[config.mk]
export PLATFORM = sky130hd
export DESIGN_NAME = fetch_unit
export DESIGN_NICKNAME = d
export VERILOG_FILES = /design/src/rtl/cpu_pkg.sv /design/src/rtl/fetch_fifo.sv /design/src/rtl/fetch_unit.sv
export SDC_FILE = /design/constraint.sdc
export NUM_CORES = 1
export LEC_CHECK = 0
export CORE_ASPECT_RATIO = 1.25
export CORE_MARGIN = 2
export CORE_UTILIZATION = 54
export DETAILED_ROUTE_END_ITERATION = 8
export GPL_TIMING_DRIVEN = 0
export MAX_ROUTING_LAYER = met4
export PLACE_DENSITY = 0.81
export SLEW_MARGIN = 30
export SYNTH_ARGS = -nofsm -noshare
export SYNTH_HDL_FRONTEND = slang
export SYNTH_SLANG_ARGS = --single-unit
[constraint.sdc]
create_clock -name clk -period 3.3 [get_ports clk]
set_clock_uncertainty 0.2 [all_clocks]
set_input_delay 0.33 -clock clk [delete_from_list [all_inputs] [get_ports clk]]
set_output_delay 0.33 -clock clk [all_outputs]
set_load 0.02 [all_outputs]
[src/rtl/cpu_pkg.sv]
// Shared types and constants for the instruction fetch path.
// Latency: n/a (declarations only).
// Backpressure: n/a.
package cpu_pkg;

   localparam int XLEN        = 32;
   localparam int INSTR_BYTES = 4;

   typedef enum logic [1:0] {
      FETCH     = 2'd0,
      WAIT_RESP = 2'd1,
      FAULT     = 2'd2
   } fetch_state_t;

   // One buffered fetch result: the address it came from and the word itself.
   typedef struct packed {
      logic [XLEN-1:0] pc;
      logic [XLEN-1:0] insn;
   } fetch_entry_t;

endpackage

[src/rtl/fetch_fifo.sv]
// Generic registered FIFO (power-of-2 depth) with synchronous flush and occupancy out.
// Latency: a push is visible at the head one cycle later; push and pop may share a cycle.
// Backpressure: push when full is dropped unless a pop frees a slot; the writer must use count.
module fetch_fifo #(
   parameter int  DEPTH = 2,
   parameter int  WIDTH = 64,
   localparam int CW    = $clog2(DEPTH + 1)
) (
   input  logic             clk,
   input  logic             rst_n,
   input  logic             push,
   input  logic [WIDTH-1:0] push_dat,
   input  logic             pop,
   input  logic             flush,
   output logic [WIDTH-1:0] head_dat,
   output logic             empty,
   output logic [CW-1:0]    count
);

   localparam int            AW   = $clog2(DEPTH);
   localparam logic [CW-1:0] FULL = CW'(DEPTH);

   logic [WIDTH-1:0] mem [DEPTH];
   logic [AW-1:0]    wr_ptr;
   logic [AW-1:0]    rd_ptr;
   logic [CW-1:0]    cnt;
   logic             do_pop;
   logic             do_push;

   // Pop only real entries; a push into a full FIFO is allowed only when a pop frees the slot.
   always_comb begin
      do_pop  = pop && (cnt != '0);
      do_push = push && ((cnt != FULL) || do_pop);
   end

   // Storage and pointers; flush discards everything, including a same-cycle push.
   always_ff @(posedge clk or negedge rst_n) begin
      if (!rst_n) begin
         wr_ptr <= '0;
         rd_ptr <= '0;
         cnt    <= '0;
         for (int i = 0; i < DEPTH; i++) begin
            mem[i] <= '0;
         end
      end else if (flush) begin
         wr_ptr <= '0;
         rd_ptr <= '0;
         cnt    <= '0;
      end else begin
         if (do_push) begin
            mem[wr_ptr] <= push_dat;
            wr_ptr      <= wr_ptr + AW'(1);
         end
         if (do_pop) begin
            rd_ptr <= rd_ptr + AW'(1);
         end
         cnt <= cnt + CW'(do_push) - CW'(do_pop);
      end
   end

   assign head_dat = mem[rd_ptr];
   assign empty    = (cnt == '0);
   assign count    = cnt;

endmodule

[src/rtl/fetch_unit.sv]
// Instruction fetch: owns the fetch PC, issues one imem read at a time, buffers words with their PC.
// Latency: response to instr_valid is 1 cycle (registered buffer); first request 1 cycle after reset release.
// Backpressure: requests issue only while buffer credit remains; instr_ready pops the head.
module fetch_unit
   import cpu_pkg::*;
#(
   parameter logic [XLEN-1:0] RESET_VECTOR = 32'h0000_0000,
   parameter int              FIFO_DEPTH   = 2
) (
   input  logic            clk,
   input  logic            rst_n,
   output logic            imem_req_valid,
   input  logic            imem_req_ready,
   output logic [XLEN-1:0] imem_addr,
   input  logic            imem_resp_valid,
   input  logic [XLEN-1:0] imem_resp_data,
   input  logic            imem_resp_err,
   input  logic            load_new_program_counter,
   input  logic [XLEN-1:0] new_program_counter,
   output logic            instr_valid,
   input  logic            instr_ready,
   output logic [XLEN-1:0] instruction,
   output logic [XLEN-1:0] program_counter,
   output logic            fetch_fault,
   output logic [XLEN-1:0] fault_addr
);

   localparam int            CW         = $clog2(FIFO_DEPTH + 1);
   localparam logic [CW-1:0] FIFO_LIMIT = CW'(FIFO_DEPTH);

   fetch_state_t    state_q, state_d;
   logic [XLEN-1:0] fetch_pc_q, fetch_pc_d;
   logic [XLEN-1:0] inflight_pc_q, inflight_pc_d;
   logic [XLEN-1:0] pend_pc_q, pend_pc_d;
   logic [XLEN-1:0] fault_addr_q, fault_addr_d;
   logic            pend_q, pend_d;
   logic            drop_q, drop_d;
   logic            run_q;

   logic            accept;
   logic            misaligned;
   logic            push;
   logic            flush;
   logic            fifo_empty;
   logic [CW-1:0]   fifo_count;
   fetch_entry_t    push_entry;
   fetch_entry_t    head_entry;

   // Only one request is ever outstanding, so in FETCH the credit check reduces to buffer occupancy.
   // run_q keeps req_valid low while reset is held and for the first cycle after release.
   assign imem_req_valid = run_q && (state_q == FETCH) && (fifo_count < FIFO_LIMIT);
   assign imem_addr      = fetch_pc_q;
   assign accept         = imem_req_valid && imem_req_ready;
   assign misaligned     = (new_program_counter[1:0] != 2'b00);

   // Next-state, PC, drop and fault bookkeeping.
   always_comb begin
      state_d       = state_q;
      fetch_pc_d    = fetch_pc_q;
      inflight_pc_d = inflight_pc_q;
      pend_pc_d     = pend_pc_q;
      fault_addr_d  = fault_addr_q;
      pend_d        = pend_q;
      drop_d        = drop_q;
      push          = 1'b0;
      flush         = 1'b0;

      case (state_q)
         FETCH: begin
            if (load_new_program_counter) begin
               flush = 1'b1;
               if (misaligned) begin
                  state_d      = FAULT;
                  fault_addr_d = new_program_counter;
                  pend_d       = 1'b0;
               end else if (accept) begin
                  // Request goes out this cycle but is already stale.
                  inflight_pc_d = fetch_pc_q;
                  fetch_pc_d    = new_program_counter;
                  drop_d        = 1'b1;
                  pend_d        = 1'b0;
                  state_d       = WAIT_RESP;
               end else if (imem_req_valid) begin
                  // A presented request must stay stable; park the target until it is taken.
                  pend_d    = 1'b1;
                  pend_pc_d = new_program_counter;
               end else begin
                  fetch_pc_d = new_program_counter;
               end
            end else if (accept) begin
               inflight_pc_d = fetch_pc_q;
               state_d       = WAIT_RESP;
               if (pend_q) begin
                  fetch_pc_d = pend_pc_q;
                  drop_d     = 1'b1;
                  pend_d     = 1'b0;
               end else begin
                  fetch_pc_d = fetch_pc_q + XLEN'(INSTR_BYTES);
               end
            end
         end

         WAIT_RESP: begin
            if (load_new_program_counter) begin
               flush = 1'b1;
               if (misaligned) begin
                  state_d      = FAULT;
                  fault_addr_d = new_program_counter;
               end else begin
                  fetch_pc_d = new_program_counter;
                  if (imem_resp_valid) begin
                     // The arriving response is the stale one; it is discarded here, so nothing is left to drop.
                     drop_d  = 1'b0;
                     state_d = FETCH;
                  end else begin
                     drop_d = 1'b1;
                  end
               end
            end else if (imem_resp_valid) begin
               state_d = FETCH;
               if (drop_q) begin
                  drop_d = 1'b0;
               end else if (imem_resp_err) begin
                  state_d      = FAULT;
                  fault_addr_d = inflight_pc_q;
               end else begin
                  push = 1'b1;
               end
            end
         end

         FAULT: begin
            // Terminal until reset; redirects and late responses are ignored.
         end

         default: begin
            state_d = FAULT;
         end
      endcase
   end

   // State and datapath registers.
   always_ff @(posedge clk or negedge rst_n) begin
      if (!rst_n) begin
         state_q       <= FETCH;
         fetch_pc_q    <= RESET_VECTOR;
         inflight_pc_q <= '0;
         pend_pc_q     <= '0;
         fault_addr_q  <= '0;
         pend_q        <= 1'b0;
         drop_q        <= 1'b0;
         run_q         <= 1'b0;
      end else begin
         state_q       <= state_d;
         fetch_pc_q    <= fetch_pc_d;
         inflight_pc_q <= inflight_pc_d;
         pend_pc_q     <= pend_pc_d;
         fault_addr_q  <= fault_addr_d;
         pend_q        <= pend_d;
         drop_q        <= drop_d;
         run_q         <= 1'b1;
      end
   end

   assign push_entry = '{pc: inflight_pc_q, insn: imem_resp_data};

   fetch_fifo #(
      .DEPTH (FIFO_DEPTH),
      .WIDTH ($bits(fetch_entry_t))
   ) u_fifo (
      .clk      (clk),
      .rst_n    (rst_n),
      .push     (push),
      .push_dat (push_entry),
      .pop      (instr_valid && instr_ready),
      .flush    (flush),
      .head_dat (head_entry),
      .empty    (fifo_empty),
      .count    (fifo_count)
   );

   assign instr_valid     = !fifo_empty;
   assign instruction     = head_entry.insn;
   assign program_counter = head_entry.pc;
   assign fetch_fault     = (state_q == FAULT);
   assign fault_addr      = fault_addr_q;

endmodule

==> impl_metrics.env, run 1 <==
export IMPL_core_area_sq_um=22100
export IMPL_setup_worst_path_start="u_fifo.rd_ptr"
export IMPL_track_usage=0.285
export IMPL_synth_adder_area_share=0.00310
export IMPL_yosysWarnings=0
export IMPL_critPathMaxStageDelay_ns=0.54
export IMPL_synth_nets=1049
export IMPL_drc=0
export IMPL_syn_to_final_growth_pct=28.0
export IMPL_slew_viol_final=0
export IMPL_ys_types=62
export IMPL_grt_start_max_net_pins=88
export IMPL_grt_ovfl_total=0
export IMPL_rows=61
export IMPL_grt_pass1_vias=9164
export IMPL_cp_end_kind="output pin"
export IMPL_drtPass1Iterations=5
export IMPL_placed_area_sq_um=14500
export IMPL_final_hold_viol_count=0
export IMPL_layout_common_cells="dfrtp_1 (265), clkdlybuf4s50_1 (198), mux2_2 (190)"
export IMPL_final_common_cell="dfrtp_1"
export IMPL_place_hpwl_mm=22.5
export IMPL_arrival_ns=2.63
export IMPL_start_kind="flop"
export IMPL_hp_class="input pin to flop"
export IMPL_cp_buffers_inverters=3
export IMPL_final_period_utilization=0.958
export IMPL_fp_dieH_microns=171
export IMPL_fin_crit_ns=3.16
export IMPL_max_slew_margin_rel=0.437
export IMPL_synth_xor_area_frac=0.0174
export IMPL_cts_root_buf="clkbuf_16"
export IMPL_drt_wl_total_mm=32.3
export IMPL_clkSinkCount=265
export IMPL_timing_rr_start="state_q[0]"
export IMPL_fmax_mhz=316
export IMPL_wire_per_inst_microns=21.4
export IMPL_synth_ff_type="dfrtp_1"
export IMPL_synth_top_family_by_area="multiplexers"
export IMPL_dr_total_vias=8829
export IMPL_cts_buffer_depth=3
export IMPL_ys_ff_latch=265
export IMPL_p_per_area_nw_per_um2=534
export IMPL_synth_edf_count=0
export IMPL_nets=1281
export IMPL_h_tree_depth=1
export IMPL_synth_compound_area_frac=0.0846
export IMPL_cts_buffers=26
export IMPL_via_per_inst=5.85
export IMPL_path_clk_slew_ns=0.06
export IMPL_clk_latency_ns=0.53
export IMPL_outcome="finished, final reports clean"
export IMPL_synth_area_mux_share=0.243
export IMPL_tightest_slew_ns=0.839
export IMPL_synthSimpleGateAreaFrac=0.0750
export IMPL_rsz0062_at_grt="false"
export IMPL_irDropWorstVdd_mv=0.516
export IMPL_crit_required_ns=2.77
export IMPL_ioPinCount=202
export IMPL_leakage_nw=7.21
export IMPL_crit_family="buffers and inverters"
export IMPL_drv_cap=0
export IMPL_die_area_sq_um=23600
export IMPL_grt_pass1_wl_mm=50.5
export IMPL_power_mw=8.27
export IMPL_synth_yosys_seq_area_share=0.548
export IMPL_stdcell_area_sq_um=15500
export IMPL_cts_tree="done"
export IMPL_finalSetupViolCount=0
export IMPL_path_class="flop to output pin"
export IMPL_gp_congestion=0.916
export IMPL_syn_inst=975
export IMPL_synthArstFlopShare=1.00
export IMPL_crit_chain="clkbuf_2 -> clkbuf_1 -> mux2_2 -> clkdlybuf4s50_1"
export IMPL_portBuffers=199
export IMPL_critPathSlowestCell="clkdlybuf4s50_1"
export IMPL_crit_fanout=10
export IMPL_ant_nets=0
export IMPL_antenna_found_initial=0
export IMPL_drive_gt1_frac=0.228
export IMPL_die_w_microns=138
export IMPL_fin_util=0.700
export IMPL_drtIter0Drc=557
export IMPL_avgSynthCellArea_sq_um=12.4
export IMPL_cts_setup_buffers=0
export IMPL_synth_area_sq_um=12100
export IMPL_min_from="imem_req_ready"
export IMPL_initial_core_util=0.547
-- path summary, 6_finish.rpt --
path | to | slack (ns) | cells past startpoint
min in group asynchronous | u_fifo.mem[14] | 0.10 | 2
setup reg to reg | imem_addr[14] | 0.38 | 6
hold reg to reg | u_fifo.mem[102] | 0.28 | 1
hold / removal | state_q[0] | 0.03 | 3
setup / recovery | instruction[21] | 0.14 | 4
max in group asynchronous | imem_addr[10] | 1.73 | 4
-- state kept, by name, summed over array words and instances (netlist names) --
signal / flops
drop_q: 1
fault_addr: 32
imem_addr: 32
inflight_pc_q: 32
pend_pc_q: 32
pend_q: 1
run_q: 1
state_q: 2
u_fifo.count: 2
u_fifo.mem: 128
u_fifo.rd_ptr: 1
u_fifo.wr_ptr: 1
-- synthesized netlist by cell type, drive strengths merged (10+ instances only) --
cell type  instances  area share
mux2i             13       0.011
dfrtp            265        0.55
nand4             11      0.0057
and2              12      0.0062
o21ai             23      0.0095
xor2              14       0.010
nor2              58       0.018
mux2             250        0.23
nand2             49       0.016
a21oi             59       0.025
nand3             22      0.0091
buf               26       0.015
xnor2             10      0.0072
o211ai            14      0.0087
clkbuf            34       0.011
o22ai             31       0.016
-- cell type report --
class,instances,area (sq um)
plain buffers,60,317
repair buffers,204,2100
flip-flops and latches,265,6630
well taps,283,354
clock buffers,34,732
diodes,1,2.50
fillers,1573,6650
clock inverters,13,195
multi-input cells,642,5130
inverters,8,30.0
-- worst reg2reg max path, stage by stage, from the launching register on --
cell	delay (ns)
dfrtp_1	0.47
nor4b_4	0.64
nand3_1	0.37
nor2_1	0.37
clkbuf_1	0.52
nand2_1	0.16
o211ai_1	0.12
-- logic make-up (layout without fill, tap and decap cells) --
logic type / count (synthesis) / count (layout)
AO/OA/AOI/OAI: 164 / 164
XOR/XNOR: 24 / 24
adder cells (fa/ha/maj): 3 / 3
buffers and inverters: 68 / 319
flip-flops: 265 / 265
multiplexers: 263 / 263
other: 1 / 2
AND/OR/NAND/NOR: 187 / 187
-- through the flow --
step | cells | TNS, ns | setup slack, ns | hold WS [ns]
4_1_cts | 1509 | 0 | 0.0908 | 0.00191
2_1_floorplan | 975 | 0 | 0.891 | -0.166
3_3_place_gp | 1457 | -2500.54 | -9.46 | 0.263
3_5_place_dp | 1460 | 0 | 0.107 | 0.0645
5_1_grt | 1509 | 0 | 0.0214 | 0.0621
6_report | 1510 | 0 | 0.140 | 0.0307
-- report_power, final --
part	internal [mW]	switching (mW)	leakage [nW]	total (mW)
combinational	0.659	0.772	3.20	1.43
clock	1.95	1.26	0.453	3.21
sequential	3.43	0.204	3.56	3.63
total	6.04	2.24	7.21	8.27
-- per-layer routing --
layer,track usage,part of all wire
met5,-,0
met4,0.0941,0.032
met3,0.0486,0.074
met2,0.469,0.50
met1,0.360,0.40
-- repair_timing --
item / in CTS / in global routing
resized for setup: 4 / 0
hold buffers: 2 / 0
setup endpoints to repair: 50 / 0
hold endpoints to repair: 96 / 0
Note: power is estimated with default switching activity, not from simulation.
==> run 2: changes to the inputs <==
Settings changed: SLEW_MARGIN 30 to default.
==> impl_metrics.env, run 2 (synthesis gave the netlist of run 1 again) <==
export IMPL_die_w_microns=138
export IMPL_rsz0062_at_grt="false"
export IMPL_portBuffers=199
export IMPL_crit_family="buffers and inverters"
export IMPL_crit_chain="clkbuf_2 -> clkbuf_2 -> mux2_2 -> clkdlybuf4s50_1"
export IMPL_setup_tns_ns=0
export IMPL_ant_nets=0
export IMPL_gp_congestion=0.916
export IMPL_crit_fanout=10
export IMPL_fp_dieH_microns=171
export IMPL_hp_class="input pin to async pin"
export IMPL_slew_viol_final=0
export IMPL_cts_buffers=26
export IMPL_critPathMaxStageDelay_ns=0.54
export IMPL_nets=1281
export IMPL_clkSinkCount=265
export IMPL_initial_core_util=0.547
export IMPL_drt_wl_total_mm=31.8
export IMPL_layout_cells_non_filler=1509
export IMPL_antenna_found_initial=1
export IMPL_p_int_mw=6.01
export IMPL_outcome="finished, final reports clean"
export IMPL_rrSetupSlack_ns=0.42
export IMPL_cp_end_kind="output pin"
export IMPL_p_per_area_nw_per_um2=531
export IMPL_max_slew_margin_rel=0.447
export IMPL_grt_pass1_wl_mm=49.7
export IMPL_ioPinCount=202
export IMPL_pwr_share_clk=0.383
export IMPL_p_seq_frac=0.443
export IMPL_drive_gt1_frac=0.225
export IMPL_cp_buffers_inverters=3
export IMPL_arrival_ns=2.50
export IMPL_crit_required_ns=2.77
export IMPL_grt_ovfl_total=0
export IMPL_cts_root_buf="clkbuf_16"
export IMPL_leakage_nw=7.20
export IMPL_cts_tree="done"
export IMPL_path_class="flop to output pin"
export IMPL_place_hpwl_mm=22.2
export IMPL_dr_total_vias=8869
export IMPL_finalSetupViolCount=0
export IMPL_clk_latency_ns=0.53
export IMPL_drc=0
export IMPL_via_per_inst=5.88
export IMPL_layout_common_cells="dfrtp_1 (265), clkdlybuf4s50_1 (198), mux2_2 (190)"
export IMPL_final_common_cell="dfrtp_1"
export IMPL_cts_buffer_depth=3
export IMPL_crit_top_cell="clkbuf_2"
export IMPL_final_period_utilization=0.918
export IMPL_irDropWorstVdd_mv=0.449
export IMPL_final_hold_viol_count=0
export IMPL_grt_start_max_net_pins=125
export IMPL_cts_setup_buffers=0
export IMPL_p_sw_mw=2.19
export IMPL_critPathSlowestCell="clkdlybuf4s50_1"
export IMPL_grt_pass1_vias=9232
export IMPL_drtPass1Iterations=5
export IMPL_h_tree_depth=1
export IMPL_start_kind="flop"
export IMPL_switching_share=0.267
export IMPL_regMostFlops="u_fifo.mem"
export IMPL_core_area_sq_um=22100
export IMPL_drv_cap=0
export IMPL_die_area_sq_um=23600
export IMPL_fmax_mhz=330
export IMPL_tightest_slew_ns=0.823
export IMPL_fin_crit_ns=3.03
export IMPL_wire_per_inst_microns=21.1
export IMPL_track_usage=0.280
export IMPL_p_comb_frac=0.174
export IMPL_dp_cells=1459
export IMPL_rows=61
export IMPL_path_clk_slew_ns=0.06
export IMPL_fin_util=0.698
export IMPL_drtIter0Drc=564
export IMPL_syn_to_final_growth_pct=27.7
export IMPL_largest_register_ffs=128
==> run 2: cell count changes in the layout (fill, tap and decap cells not counted) <==
cell / delta
dlygate4sd3_1: +1
clkinv_2: -1
diode_2: +1
clkbuf_2: +2
buf_16: -1
clkinvlp_4: -2
clkbuf_8: -1
==> run 2: final timing paths <==
| check | to | start | cells past startpoint |
|---|---|---|---|
| worst max-delay path | program_counter[17] | u_fifo.rd_ptr | 4 |
| worst max register to register | imem_addr[15] | state_q[0] | 6 |
| max in group asynchronous | pend_pc_q[15] | rst_n | 4 |
| worst min-delay path | u_fifo.mem[14] | rst_n | 2 |
| worst min register to register | u_fifo.mem[93] | u_fifo.mem[93] | 1 |
| min in group clk | u_fifo.mem[66] | imem_resp_data[2] | 2 |
==> run 2: through the flow <==
stage / hold slack, ns / setup WS [ns] / power (mW) / cell area (sq um)
after CTS: 0.115 / 0.233 / 8.25 / 15400
after detailed placement: 0.0628 / 0.162 / 5.10 / 14500
after floorplan: -0.166 / 0.891 / 4.40 / 12100
final: 0.108 / 0.271 / 8.20 / 15400
after global placement: 0.263 / -9.46 / 5.07 / 14400
after global routing: 0.139 / 0.178 / 8.51 / 15400
==> run 2: power by group through the flow <==
stage	registers, mW	logic [mW]	clock network [mW]
after floorplan	3.79	0.608	0
after global placement	3.68	1.39	0
after detailed placement	3.69	1.41	0
after CTS	3.63	1.44	3.18
after global routing	3.66	1.53	3.33
final	3.63	1.43	3.14
==> run 2: worst reg2reg max path, cell delays in order (launching register included) <==
cell and delay (ns):
dfrtp_1 0.47, nor4b_4 0.63, nand3_1 0.38, nor2_1 0.37
clkbuf_1 0.51, nand2_1 0.13, o211ai_1 0.10
==> run 2: what timing repair did <==
item / in CTS / in global routing
endpoints found under the setup margin: 50 / 0
hold buffers: 3 / 0
gates resized for setup: 6 / 0
endpoints found under the hold margin: 143 / 0
==> run 2: area by class of cell <==
type                    instances  area, sq um
diodes                          2         5.00
clock inverters                10          175
multi-input cells             642         5130
fillers                      1592         6680
clock buffers                  35          726
flip-flops and latches        265         6630
inverters                       8         30.0
well taps                     283          354
repair buffers                204         2080
plain buffers                  60          319
==> run 2: per-layer routing <==
metal,part of all wire,GRT usage,vias up
met4,0.037,0.110,0
met2,0.49,0.454,384
li1,-,-,3973
met3,0.075,0.0469,77
met5,0,-,-
met1,0.40,0.353,4435
==> run 3: changes to the inputs <==
Settings changed: CORE_UTILIZATION 54 to 55, CTS_BUF_LIST from default to sky130_fd_sc_hd__clkbuf_4, PLACE_DENSITY 0.81 to 0.82, SETUP_SLACK_MARGIN from default to 0.2.
==> impl_metrics.env, run 3 (synthesis gave the netlist of run 1 again) <==
export IMPL_cp_end_kind="output pin"
export IMPL_max_slew_margin_rel=0.435
export IMPL_grt_pass1_wl_mm=49.3
export IMPL_clkSinkCount=265
export IMPL_cts_root_buf="clkbuf_4"
export IMPL_drv_cap=0
export IMPL_hp_class="input pin to flop"
export IMPL_timing_rr_start="imem_addr[7]"
export IMPL_slew_viol_final=0
export IMPL_track_usage=0.283
export IMPL_setup_ws_ns=0.352
export IMPL_outcome="finished with violations"
export IMPL_die_area_sq_um=23200
export IMPL_p_comb_frac=0.183
export IMPL_clk_latency_ns=0.68
export IMPL_leakage_nw=7.29
export IMPL_drtIter0Drc=749
export IMPL_syn_to_final_growth_pct=27.7
export IMPL_grt_ovfl_total=0
export IMPL_crit_fanout=10
export IMPL_p_int_mw=5.67
export IMPL_cts_buffer_depth=3
export IMPL_switching_share=0.285
export IMPL_violations="design-rule violations"
export IMPL_fin_crit_ns=2.95
export IMPL_fp_dieH_microns=170
export IMPL_final_hold_viol_count=0
export IMPL_n_fill_cell=1518
export IMPL_largest_register_ffs=128
export IMPL_p_per_area_nw_per_um2=513
export IMPL_ioPinCount=202
export IMPL_grt_pass1_vias=9327
export IMPL_gp_congestion=0.942
export IMPL_fmax_mhz=339
export IMPL_wire_per_inst_microns=20.0
export IMPL_power_mw=7.93
export IMPL_portBuffers=199
export IMPL_initial_core_util=0.562
export IMPL_finalSetupViolCount=0
export IMPL_h_tree_depth=3
export IMPL_setup_tns_ns=0
export IMPL_r2r_cells=6
export IMPL_die_w_microns=137
export IMPL_dr_total_vias=9076
export IMPL_ant_nets=0
export IMPL_ff_latch_area_sq_um=6630
export IMPL_place_hpwl_mm=21.8
export IMPL_irDropWorstVdd_mv=0.272
export IMPL_arrival_ns=2.42
export IMPL_nets=1328
export IMPL_multi_input_area_sq_um=5130
export IMPL_drt_wl_total_mm=31.4
export IMPL_final_common_cell="dfrtp_1"
export IMPL_p_sw_mw=2.26
export IMPL_cts_buffers=68
export IMPL_antenna_found_initial=1
export IMPL_p_seq_frac=0.458
export IMPL_crit_required_ns=2.77
export IMPL_rrSetupSlack_ns=0.52
export IMPL_path_clk_slew_ns=0.06
export IMPL_core_area_sq_um=21500
export IMPL_drive_gt1_frac=0.263
export IMPL_pwr_share_clk=0.359
export IMPL_drc=2
export IMPL_path_class="flop to output pin"
export IMPL_start_kind="flop"
export IMPL_drtPass1Iterations=7
export IMPL_final_period_utilization=0.893
export IMPL_min_from="imem_resp_data[26]"
export IMPL_via_per_inst=5.77
export IMPL_cts_tree="done"
export IMPL_worstHoldPathCells=2
export IMPL_rsz0062_at_grt="false"
export IMPL_grt_start_max_net_pins=104
export IMPL_regMostFlops="u_fifo.mem"
export IMPL_tightest_slew_ns=0.841
export IMPL_reg2reg_to="imem_addr[21]"
export IMPL_layout_common_cells="dfrtp_1 (265), clkdlybuf4s50_1 (198), mux2_2 (190)"
export IMPL_dp_slack_ns=0.0773
export IMPL_min_to="u_fifo.mem[90]"
export IMPL_rows=60
==> run 3: layer usage <==
metal	global-route usage	up-vias	part of all wire
met1	0.354	4468	0.40
met2	0.446	416	0.49
met3	0.0566	78	0.079
met4	0.124	0	0.030
li1	-	4114	-
met5	-	-	0
==> run 3: layout make-up <==
| class | instances | area share |
|---|---|---|
| inverter | 8 | 0.00194 |
| clock buffer | 96 | 0.0466 |
| sequential | 265 | 0.429 |
| buffer | 60 | 0.0216 |
| tap | 279 | 0.0226 |
| antenna | 1 | 0.000162 |
| clock inverter | 13 | 0.00834 |
| timing repair buffer | 209 | 0.138 |
| multi-input combinational | 642 | 0.332 |
==> run 3: power by group through the flow <==
| stage | registers, mW | clock network [mW] | logic [mW] |
|---|---|---|---|
| 2_1_floorplan | 3.79 | 0 | 0.608 |
| 3_3_place_gp | 3.68 | 0 | 1.38 |
| 3_5_place_dp | 3.68 | 0 | 1.41 |
| 4_1_cts | 3.63 | 2.91 | 1.46 |
| 5_1_grt | 3.65 | 3.10 | 1.56 |
| 6_report | 3.63 | 2.85 | 1.45 |
==> run 3: critical path, stage by stage, from the launching register on <==
cell             delay [ns]
dfrtp_1                0.34
clkbuf_1               0.47
mux2_2                 0.40
clkdlybuf4s50_1        0.56
==> run 3: timing repair <==
action | 4_1_cts | 5_1_grt
setup endpoints to repair | 50 | 37
buffers inserted | 0 | 2
hold buffers | 6 | 0
gates resized for setup | 11 | 5
endpoints found under the hold margin | 269 | 0
pin swaps | 0 | 1
==> run 3: how the worst max path moves through the flow <==
stage,startpoint,to,slack [ns]
floorplan,state_q[0],pend_pc_q[10],0.89
global placement,rst_n,u_fifo.mem[111],-9.49
detailed placement,imem_resp_valid,fault_addr[2],0.08
CTS,u_fifo.rd_ptr,program_counter[9],0.18
global route,u_fifo.rd_ptr,program_counter[30],0.21
finish,u_fifo.rd_ptr,program_counter[26],0.35
==> run 3: through the flow <==
step	cells	utilization	area (sq um)	hold WS, ns
3_5_place_dp	1455	0.673	14500	0.116
6_report	1573	0.717	15500	0.0719
5_1_grt	1573	0.717	15500	0.0691
4_1_cts	1570	0.716	15400	0.0371
3_3_place_gp	1453	0.670	14400	0.263
2_1_floorplan	975	-	12100	-0.166
